===== src/rtl/dmem_arb_pkg.sv =====
// Shared types and constants for the two-way data-RAM arbiter.
package dmem_arb_pkg;

    typedef enum logic [1:0] {
        IDLE = 2'd0,
        OWN0 = 2'd1,
        OWN1 = 2'd2
    } arb_state_e;

    localparam int REQ_CPU       = 0;
    localparam int REQ_LDR       = 1;
    localparam int BURST_MAX_DEF = 4;
    localparam int CNT_W         = 4;

endpackage


===== src/rtl/dmem_arbiter_rr_pick2.sv =====
// Two-way round-robin picker: the current owner keeps priority while it
// still requests; otherwise a lone request wins and a tie goes to ~last.
module rr_pick2 (
    input  logic [1:0] req,
    input  logic       last,
    input  logic [1:0] owner,
    output logic [1:0] win
);

    always_comb begin
        // NOTE: default assignment first so no path through the block infers a latch.
        win = 2'b00;
        if (owner[0] && req[0]) begin
            win = 2'b01;
        end else if (owner[1] && req[1]) begin
            win = 2'b10;
        end else begin
            case (req)
                2'b01:   win = 2'b01;
                2'b10:   win = 2'b10;
                2'b11:   win = last ? 2'b01 : 2'b10;
                default: win = 2'b00;
            endcase
        end
    end

endmodule


===== src/rtl/dmem_arbiter.sv =====
// Round-robin arbiter sharing a single-port data RAM between the CPU and the
// loader, with short locked bursts. Optional macro: DMEM_ARB_ALIGN_CHECK_EN.
module dmem_arbiter
    import dmem_arb_pkg::*;
#(
    parameter int BITS      = 32,
    parameter int WIDTH     = 32,
    parameter int BURST_MAX = BURST_MAX_DEF
) (
    input  logic             clk,
    input  logic             rst_n,
    input  logic             req0,
    input  logic             req1,
    input  logic             we0,
    input  logic             we1,
    input  logic             lock0,
    input  logic             lock1,
    input  logic [BITS-1:0]  addr0,
    input  logic [BITS-1:0]  addr1,
    input  logic [WIDTH-1:0] din0,
    input  logic [WIDTH-1:0] din1,
    output logic             gnt0,
    output logic             gnt1,
    output logic [WIDTH-1:0] rdata0,
    output logic [WIDTH-1:0] rdata1,
    output logic             rvalid0,
    output logic             rvalid1,
    output logic             err0,
    output logic             err1,
    output logic             ram_we,
    output logic [BITS-1:0]  ram_addr,
    output logic [WIDTH-1:0] ram_din,
    input  logic [WIDTH-1:0] ram_dout
);

    localparam logic [CNT_W:0] BURST_LIM = (CNT_W + 1)'(BURST_MAX);

    arb_state_e       state;
    logic [CNT_W-1:0] cnt;
    logic             last;
    logic [1:0]       win;
    logic [1:0]       gnt;
    logic             granted;
    logic             sel;
    logic             sel_we;
    logic             sel_lock;
    logic             blocked;
    logic [CNT_W:0]   cnt_inc;

    rr_pick2 u_pick (
        .req   ({req1, req0}),
        .last  (last),
        .owner ({state == OWN1, state == OWN0}),
        .win   (win)
    );

    // Grants are suppressed while reset is asserted, independent of the picker.
    assign gnt      = rst_n ? win : 2'b00;
    assign gnt0     = gnt[REQ_CPU];
    assign gnt1     = gnt[REQ_LDR];
    assign granted  = |gnt;
    assign sel      = gnt[REQ_LDR];
    assign sel_we   = sel ? we1 : we0;
    assign sel_lock = sel ? lock1 : lock0;
    assign ram_addr = sel ? addr1 : addr0;
    assign ram_din  = sel ? din1 : din0;
    assign cnt_inc  = {1'b0, cnt} + 1'b1;

`ifdef DMEM_ARB_ALIGN_CHECK_EN
    assign blocked = granted && (ram_addr[1:0] != 2'b00);
`else
    assign blocked = 1'b0;
`endif

    assign ram_we = granted && sel_we && !blocked;

    // NOTE: all state below uses non-blocking assignments; only control/response
    // registers are reset, the RAM contents live outside and are never cleared.
    always_ff @(posedge clk or negedge rst_n) begin
        if (!rst_n) begin
            state   <= IDLE;
            cnt     <= '0;
            last    <= 1'b1;
            rdata0  <= '0;
            rdata1  <= '0;
            rvalid0 <= 1'b0;
            rvalid1 <= 1'b0;
            err0    <= 1'b0;
            err1    <= 1'b0;
        end else begin
            rvalid0 <= gnt[REQ_CPU] && !we0;
            rvalid1 <= gnt[REQ_LDR] && !we1;
            err0    <= gnt[REQ_CPU] && blocked;
            err1    <= gnt[REQ_LDR] && blocked;

            if (gnt[REQ_CPU] && !we0) rdata0 <= blocked ? '0 : ram_dout;
            if (gnt[REQ_LDR] && !we1) rdata1 <= blocked ? '0 : ram_dout;

            if (granted) begin
                last <= sel;
                // The counter counts grants already taken in this burst.
                if (sel_lock && (cnt_inc < BURST_LIM)) begin
                    state <= sel ? OWN1 : OWN0;
                    cnt   <= cnt_inc[CNT_W-1:0];
                end else begin
                    state <= IDLE;
                    cnt   <= '0;
                end
            end else begin
                state <= IDLE;
                cnt   <= '0;
            end
        end
    end

endmodule


===== config.mk =====
export PLATFORM = sky130hd
export DESIGN_NAME = dmem_arbiter
export DESIGN_NICKNAME = d
export VERILOG_FILES = /design/src/rtl/dmem_arb_pkg.sv /design/src/rtl/dmem_arbiter_rr_pick2.sv /design/src/rtl/dmem_arbiter.sv
export SDC_FILE = /design/constraint.sdc
export NUM_CORES = 1
export LEC_CHECK = 0
export ABC_AREA = 1
export CELL_PAD_IN_SITES_DETAIL_PLACEMENT = 1
export CELL_PAD_IN_SITES_GLOBAL_PLACEMENT = 1
export CORE_ASPECT_RATIO = 0.6
export CORE_MARGIN = 1.5
export CORE_UTILIZATION = 19
export CTS_CLUSTER_DIAMETER = 40
export DETAILED_ROUTE_END_ITERATION = 16
export PLACE_DENSITY_LB_ADDON = 0.1
export SETUP_SLACK_MARGIN = 0.02
export SKIP_CTS_REPAIR_TIMING = 1
export SKIP_LAST_GASP = 1
export SLEW_MARGIN = 25
export SYNTH_ARGS = -nofsm -noshare
export SYNTH_HDL_FRONTEND = slang
export SYNTH_SLANG_ARGS = --single-unit

===== constraint.sdc =====
create_clock -name clk -period 1.5 [get_ports clk]
set_clock_uncertainty 0.05 [all_clocks]
set_input_delay 0.3 -clock clk [delete_from_list [all_inputs] [get_ports clk]]
set_output_delay 0.3 -clock clk [all_outputs]
set_load 0.05 [all_outputs]

After elaboration in Yosys (flattened, before gate mapping)
Cells that the tools add are included. W data, S select, Z words.

Reduce and logical (&&, ||, !) cells: 9. Add/sub/neg operators: 1. $lt $le $gt $ge: 1. Multiplexer cells: 14. Equality and inequality tests: 5.

Operators with widths (number): $mux W32 (2); $mux W2 (7); $mux W4 (2); $eq A2 B2 Y1 const B (3); $logic_and A1 B1 Y1 (6); $pmux W2 S3 (1); $add A4 B1 Y5 const B (1); $lt A5 B3 Y1 const B (1); $eq A2 B1 Y1 const B (2); $logic_not A1 Y1 (2); $mux W1 (2); $reduce_or A2 Y1 (1).

Logic and storage cells: 37. Output and inout port bits: 135. Input port bits: 168. Register bits: 73.

Depth between registers and ports, before layout
Depth in word-level cells: 9. Mapped depth: 9. Gate-level depth less buffers: 8.

Modules after synthesis
A second synthesis with hierarchy kept.

Cells, all modules: 505. Area total of the unflattened synthesis: 3732.3 sq um.

Modules (own cells, without submodules): dmem_arbiter (area an instance 3692.3 sq um, cells an instance 495, instances 1, seq. area each 1828.0 sq um); rr_pick2 (area an instance 40.0 sq um, cells an instance 10, instances 1, seq. area each 0.0 sq um).

Worst setup path before layout
Ideal clock, no wire load.

Kind: register to output. Start point: register last. End point: output ram_we. Path slack: -0.681 ns. Required time: 1.150 ns. Buffers on the path: 2. Arrival: 1.831 ns. Stages on the path, launching flop included: 9. Cell sequence: dfstp_2 > nand2_1 > nand2_1 > nand2_1 > nand2_1 > buf_6 > nor2_8 > buf_6 > a21oi_1.

Cells in the longest elaborated chain, start to end: 7. Elaborated cells on any way between the ends: 8. Classes of those cells: mux: 6; reduce/logical: 2.

Ends and longest elaborated chain: start: declaration (RTL line dmem_arbiter.sv:40) `logic last;`; start signal: assignment (RTL line dmem_arbiter.sv:100) `last <= sel;`; $mux W2 * (RTL line dmem_arbiter_rr_pick2.sv:21) `2'b11: win = last ? 2'b01 : 2'b10;`; $pmux W2 S3 * (RTL line dmem_arbiter_rr_pick2.sv:18) `case (req)`; $mux W2 * (RTL line dmem_arbiter_rr_pick2.sv:15) `end else if (owner[1] && req[1]) begin`; $mux W2 * (RTL line dmem_arbiter_rr_pick2.sv:13) `if (owner[0] && req[0]) begin`; $mux W2 * (RTL line dmem_arbiter.sv:58) `assign gnt = rst_n ? win : 2'b00;`; $reduce_or A2 Y1 / $mux W1 (equally long branches) (RTL line dmem_arbiter.sv:61, dmem_arbiter.sv:63); $logic_and A1 B1 Y1 * (RTL line dmem_arbiter.sv:75) `assign ram_we = granted && sel_we && !blocked;`; end: declaration (RTL line dmem_arbiter.sv:30) `output logic ram_we,`.

Every way passes the cells marked *; elsewhere a longest branch is shown, timed or not.

Final worst setup path
Same ends and word-level chain as after synthesis.

==> results.toml <==
[logic_synthesis]
synth_top_area_cell = "dfrtp_1"
syn_avg_cell_area_um2 = 7.04
synth_edf_count = 0
synth_ff_type = "dfrtp_1"
synth.top_cell.area_share_pct = 47.7
synth_cells = 537
yosys_register_bits = 73
synthTopCellsByArea = "dfrtp_1, nand2_1, o21ai_0, buf_2, buf_4"
async_flop_share_pct = 100
seq_area_frac_synth_pct = 48.3
syn-cell-area_mm2 = 0.00378
ys_types = 22
yosys_warnings = 0

[worst_setup_path]
worstSetupPathType = "reg2out"
cp_data_required_time_ns = 1.15
ff2ff_path_depth = 13
r2r-end = "cnt[0]"
ff2ff_setup_slack_ns = -0.34
r2r_start = "state[0]"
critPathCaptureType = "output pin"
start_kind = "flip-flop"
cp.arrival_ns = 1.82
worstPathMaxFanout = 7

[timing]
fin_crit_sh_pct = 145
setup_viol = 137
slew_headroom_pct = 66.5
final.min_clock_period_ns = 2.17
rsz0062_at_grt = "yes"
drv_slew = 0
finalWorstSetupSlack_ns = -0.671
hold-worst-slack_ns = -0.0110
worst_pin_slew_ns = 0.503
max_freq_mhz = 461
hold_viol = 9

[floorplan]
start_util_pct = 19.6
core-area_mm2 = 0.0193
die-area_mm2 = 0.0208
rows = 39
die-width_um = 185
die_y_um = 112
ios = 303

[placement]
io_buffers = 300
gp_congestion = 0.857
dp.cells = 1094
dp_hpwl_um = 14900
placed_cell_area_mm2 = 0.00907

[clock_network]
clock_latency_ns = 0.32
ctsHtreeMaxLevel = 3
cts_tree = "yes"
cts_buffers = 9
clock_path_buffers = 2
clockRootBuffer = "clkbuf_16"
cts_sinks = 73
clkSlewWorstSetupHoldPaths_ns = 0.06

[outcome]
outcome = "finished with violations"
violations = "negative hold slack, negative setup slack"

[cells_and_area]
layoutNonFillerInstCount = 1133
nNetsFinal = 1032
layout-drive-gt1-share_pct = 38.8
area_delta_synth_final_pct = 162
antenna_cells = 0
fin_area_mm2 = 0.00989

[min_path]
hold_path.class = "in2async"

[drt]
routed-via-count = 4755
wl_per_cell_um = 18.0
dr.pass1.iters = 4
totalWireLength_um = 20400
drt-initial-drc-count = 125
drcViolationCount = 0
drt.antenna.violating_nets = 0
via_per_inst = 4.20

[power]
irDropWorstVdd_v = 0.000639
powerDensity_mw_per_mm2 = 1170
p_leak_nw = 4.54

[global_route]
antenna_found_initial = 0
grt_max_degree = 58
overflow = 0
grt.total_usage_pct = 17.9
grt_pass1_wl_um = 28600
grt_pass1_vias = 5157

[job]
cap_violations = 0
==> state kept, by name, indices dropped and copies added, names as in the netlist <==
signal,cells
rdata1,32
rdata0,32
state,2
rvalid0,1
rvalid1,1
cnt,4
last,1
==> worst max-delay path, cell delays in order (launching register included) <==
cell and delay, ns:
dfstp_2 0.53, nand2_1 0.07, nand2_2 0.08, nand2_4 0.07, nand2_8 0.14, buf_4 0.14
buf_12 0.12, nor2_8 0.05, a21oi_4 0.12, buf_6 0.17
==> report_power, final <==
| part | switching [W] | internal, W |
|---|---|---|
| clock network | 0.000833 | 0.00149 |
| registers | 0.000447 | 0.00239 |
| logic | 0.00340 | 0.00307 |
| total | 0.00468 | 0.00695 |
==> metal layers <==
layer	global-route usage [%]	vias up	share of wire (%)
li1	-	2307	-
met1	20.5	2292	41
met2	32.4	138	51
met3	6.04	18	6.2
met4	3.74	0	1.5
met5	0	-	0
==> layout make-up <==
class                      instances  area, µm²
fill                            2095       9380
timing repair buffer             347       4920
multi-input combinational        425       2450
sequential                        73       1830
tap                              266        333
clock buffer                      10        239
clock inverter                     5       78.8
inverter                           7       42.5
==> cell families after synthesis <==
group | count (synthesis) | share of synthesized area (%)
XOR/XNOR | 1 | 0.232
other | 1 | 0.0992
adder cells (fa/ha/maj) | 1 | 0.331
AND/OR/NAND/NOR | 352 | 35.9
buffers and inverters | 42 | 6.09
AO/OA/AOI/OAI | 67 | 8.97
flip-flops | 73 | 48.3
==> cells in the mapped netlist (2+ instances only) <==
cell / instances
nand2_1: 334
dfrtp_1: 72
o21ai_0: 65
buf_2: 14
clkbuf_1: 9
nor2_1: 8
inv_1: 7
buf_4: 6
buf_6: 4
nand3_1: 4
clkbuf_2: 2
nor2_2: 2
==> placed cells by master, fill, tap and decap left out, drive strengths merged, types with 2 or more instances in the layout <==
master / n
nand2: 335
buf: 175
clkdlybuf4s50: 164
dfrtp: 72
o21ai: 66
clkbuf: 16
nor2: 12
inv: 6
conb: 4
nand3: 4
clkinv: 3
bufinv: 2
dlymetal6s2s: 2
==> per-stage QoR <==
| stage | worst slack (ns) | TNS, ns | total power (W) | utilization (%) |
|---|---|---|---|---|
| floorplan | -0.195 | -9.44 | 0.00556 | - |
| global placement | -0.718 | -83.90 | 0.00906 | 47.1 |
| detailed placement | -0.777 | -88.70 | 0.00915 | 47.1 |
| CTS | -0.787 | -65.59 | 0.0115 | 48.7 |
| global route | -0.753 | -72.09 | 0.0121 | 51.3 |
| finish | -0.671 | -60.42 | 0.0116 | 51.3 |
==> worst max-delay path by stage <==
| stage | depth (start not counted) | slack (ns) | endpoint | startpoint |
|---|---|---|---|---|
| after floorplan | 8 | -0.20 | ram_we | last |
| after global placement | 10 | -0.72 | ram_addr[22] | req0 |
| after detailed placement | 9 | -0.78 | ram_addr[0] | req1 |
| after CTS | 9 | -0.79 | ram_addr[0] | req1 |
| after global routing | 9 | -0.75 | ram_din[0] | last |
| final | 9 | -0.67 | ram_we | last |
No activity file was read; power rests on OpenSTA's default activity.
==> RTL edit 1 (same settings) <==
Add a define of `DMEM_ARB_ALIGN_CHECK_EN`.
--- a/src/rtl/dmem_arbiter.sv
+++ b/src/rtl/dmem_arbiter.sv
@@ -2,2 +2,4 @@
 // loader, with short locked bursts. Optional macro: DMEM_ARB_ALIGN_CHECK_EN.
+`define DMEM_ARB_ALIGN_CHECK_EN
+
 module dmem_arbiter
Formal check against the unedited RTL: not equivalent (a bounded check fails within 4 cycles, from zero or initial values and one cycle with rst_n low).
==> RTL edit 1 against the original RTL <==
The run ends with setup timing left; clock power fell by 10%; wire length rose by 1.2%; sequential cell count increased by 2; final area up 9.7%; combinational power is 7.3% higher; synthesized area rose by 5.8%; worst setup slack worse by 0.026 ns; power increased by 2.7%.
==> RTL edit 1: results (changes against the original RTL) <==
Status -> finished with violations
Failing checks -> setup timing
Post-synth ARST share -> 100.0% (unchanged)
Initial antenna violation count -> 1 (+1)
Non-clock buffer share of cell area -> 46.68% (-3.0 points)
Crit path max fanout -> 5 (-2)
CTS Sinks -> 75 (+2.7%)
CORE AREA -> 20320 um2 (+5.4%)
Final hold slack -> 0.1571 ns (+0.1681 ns)
Detailed Route WL -> 20650 um (+1.2%)
Crit path DAT -> 1.85 ns (+0.03 ns)
GPL Wtd Cong -> 0.7745 (-9.6%)
First-pass GRT wire length -> 30440 um (+6.6%)
Pleak -> 4.971 nW (+9.4%)
Actual slew at the worst max-slew pin -> 0.7053 ns (+0.2024 ns)
Final worst slack -> -0.6968 ns (-0.02560 ns)
Worst reg2reg startpoint -> last$_DFFE_PN1P_
Area of the multi-input gates -> 3158 um2 (+29%)
Top cells by count, synth -> nand2_1, dfrtp_1, nand3_1
Vias in the first global route -> 5411 (+4.9%)
Port Buffer Count -> 302 (+0.67%)
Setup violators final -> 140 (+2.2%)
Share of cells above drive strength 1 -> 44.07% (+5.3 points)
Non-clk invs -> 19 (+12)
1st-iter DRT viols -> 200 (+60%)
Placed Cells -> 1138 (+4.0%)
Avg WL per Cell -> 17.68 um (-1.8%)
R2r endpoint -> state[0]$_DFF_PN0_
Cell Pwr Density -> 1100 nW/um2 (-6.3%)
Clk tree area frac -> 2.606% (-0.61 points)
Buffers, non-clock -> 359 (+3.5%)
Post-Syn Instances -> 548 (+2.0%)
Seq/Total Area, Yosys -> 46.96% (-1.4 points)
Worst Reg2Reg Path Length in Cells -> 12 (-1)
Vias per cell -> 4.295 (+2.3%)
Sequential cell area share -> 17.31% (-1.2 points)
Tot GR Track Use -> 17.85% (-0.080 points)
Largest cells by area after synthesis -> dfrtp_1, nand2_1, nand3_1
Drt first pass iters -> 4 (unchanged)
VDD IR max -> 716.9 uV (+12%)
Count of multi-input combinational gates -> 426 (+0.24%)
Detailed Place HPWL -> 15790 um (+5.8%)
Pin count of the biggest net entering global routing -> 76 (+31%)
Number of distinct library cells after synthesis -> 24 (+9.1%)
Sw Ratio -> 41.32% (+1.1 points)
-- RTL edit 1: power by group through the flow --
stage               Sequential [W]  Combinational [W]  Clock, W
floorplan                  0.00413            0.00186         0
global placement           0.00293            0.00669         0
detailed placement         0.00296            0.00679         0
CTS                        0.00293            0.00680   0.00217
global route               0.00298            0.00722   0.00226
finish                     0.00292            0.00693   0.00209
-- RTL edit 1: stage by stage --
| step | setup WS, ns | TNS, ns |
|---|---|---|
| global placement | -0.8114 | -95.61 |
| finish | -0.6968 | -68.27 |
| detailed placement | -0.8804 | -101.67 |
| global route | -0.7813 | -82.25 |
| CTS | -0.8845 | -76.96 |
| floorplan | -0.2548 | -19.07 |
-- RTL edit 1: how the worst max path moves through the flow --
stage / end / slack (ns) / startpoint
3_3_place_gp: ram_addr[22] / -0.81 / req0
6_report: ram_we / -0.70 / last$_DFFE_PN1P_
4_1_cts: ram_addr[22] / -0.88 / req0
5_1_grt: ram_we / -0.78 / last$_DFFE_PN1P_
3_5_place_dp: ram_addr[22] / -0.88 / req0
2_1_floorplan: ram_we / -0.25 / last$_DFFE_PN1P_
-- RTL edit 1: per-layer routing --
layer / track usage, % / up-vias / routed length [um]
met5: 0 / - / 0
met4: 4.252 / 0 / 385
met3: 4.853 / 20 / 1131
met2: 31.85 / 158 / 10880
met1: 21.44 / 2461 / 8249
li1: - / 2377 / -
-- RTL edit 1: cell families after synthesis --
| logic type | Yosys count | share of synthesized area [%] |
|---|---|---|
| AOI/OAI and AO/OA | 7 | 0.9385 |
| buffers and inverters | 49 | 6.227 |
| other | 1 | 0.09378 |
| xor gates and xnor gates | 1 | 0.2191 |
| adders and majority gates | 1 | 0.3128 |
| DFF | 75 | 46.97 |
| and+or+nand+nor | 414 | 45.24 |
==> RTL edit 2 (same settings) <==
Without the edit above. Make the reset (`rst_n`) synchronous in one clocked block.
--- a/src/rtl/dmem_arbiter.sv
+++ b/src/rtl/dmem_arbiter.sv
@@ -78,3 +78,3 @@
     // registers are reset, the RAM contents live outside and are never cleared.
-    always_ff @(posedge clk or negedge rst_n) begin
+    always_ff @(posedge clk) begin
         if (!rst_n) begin
Formal check against the unedited RTL: differs if rst_n is asserted again (counterexample within 4 cycles, from zero or initial values and one cycle with rst_n low); with rst_n held inactive, the same outputs for 10 cycles.
==> RTL edit 2 against the original RTL <==
The flow finishes with violations (setup timing); power down 29%; die area fell by 1.3%; final cell count rose by 6.4%; worst hold slack improved by 0.35 ns; clock power is 2% higher; combinational power down 43%; synthesized area shrank 1.3%; final area is 2.3% higher; sequential cell count unchanged; sequential share of layout area fell by 4.0 points; wire length grew 9.2%; worst setup slack gained 0.036 ns; critical endpoint is now ram_din[27].
==> RTL edit 2: results (changes against the original RTL) <==
First-pass GRT wire length -> 29350 um (+2.8%)
R2r endpoint -> rdata1[19]$_SDFFE_PN0P_
Detailed Place HPWL -> 15230 um (+2.1%)
R2R setup slack -> -0.50 ns (-0.16 ns)
Largest cells by area after synthesis -> dfxtp_1, nand2_1, nand4_1
Worst path max stage delay -> 0.34 ns (-0.19 ns)
Delay-heaviest family, CP -> buffers and inverters
1st-iter DRT viols -> 162 (+30%)
Final hold slack -> 0.3413 ns (+0.3522 ns)
Pin count of the biggest net entering global routing -> 57 (-1.7%)
Slowest CP cell -> dfxtp_2
Post-synth ARST share -> 0% (-100 points)
Worst Reg2Reg Path Length in Cells -> 12 (-1)
Worst rel slew slack -> 55.74% (-11 points)
Dpl ws -> -0.8442 ns (-0.06772 ns)
Met2 WL -> 11340 um (+8.8%)
Status -> finished with violations
Top cells by count, synth -> nand2_1, dfxtp_1, inv_1
Combinational Power -> 0.00368 W (-43%)
Worst setup path endpoint -> ram_din[27]
Pleak -> 4.593 nW (+1.1%)
Failing checks -> setup timing
Met3 wire len -> 1519 um (+19%)
Xor/xnor share of the synthesized area -> 0.2347% (+0.0030 points)
VDD IR max -> 427.0 uV (-33%)
Final Net Count -> 1104 (+7.0%)
Detailed Route WL -> 22290 um (+9.2%)
Crit path max fanout -> 8 (+1)
Adder-cell share of the synthesized area -> 0.3352% (+0.0043 points)
Fill count -> 2163 (+3.2%)
Tot GR Track Use -> 18.37% (+0.44 points)
Setup violators final -> 136 (-0.73%)
Met1 Use GR -> 21.09% (+0.56 points)
Critical Path Source -> state[0]$_SDFF_PN0_
Compound-Gate Fraction of Synth Area -> 5.129% (-3.8 points)
Final worst slack -> -0.6349 ns (+0.03635 ns)
Share of cells above drive strength 1 -> 37.77% (-0.99 points)
-- RTL edit 2: stage by stage --
stage	cells	utilization [%]	power, W	area, um2	TNS, ns
after floorplan	609	-	0.003711	4235	-2.140
after global placement	1156	46.70	0.005553	8934	-84.73
after detailed placement	1156	46.70	0.005605	8934	-93.52
after CTS	1172	48.43	0.008023	9264	-70.41
after global routing	1206	52.92	0.008556	10120	-68.91
final	1206	52.92	0.008215	10120	-56.24
-- RTL edit 2: cells by family after synthesis --
family	count (synthesis)
simple gates	409
buf+inv	84
flops	73
compound gates	37
xor+xnor	1
fa+ha+maj	1
other cells	1
-- RTL edit 2: layout make-up --
class	count	share of cell area, %
Inverter	41	1.681
Timing Repair Buffer	356	51.06
Clock buffer	11	2.497
Tap cell	266	3.288
Timing Repair inverter	1	0.08652
Multi-Input combinational cell	453	26.13
Sequential cell	73	14.50
Clock inverter	5	0.7663
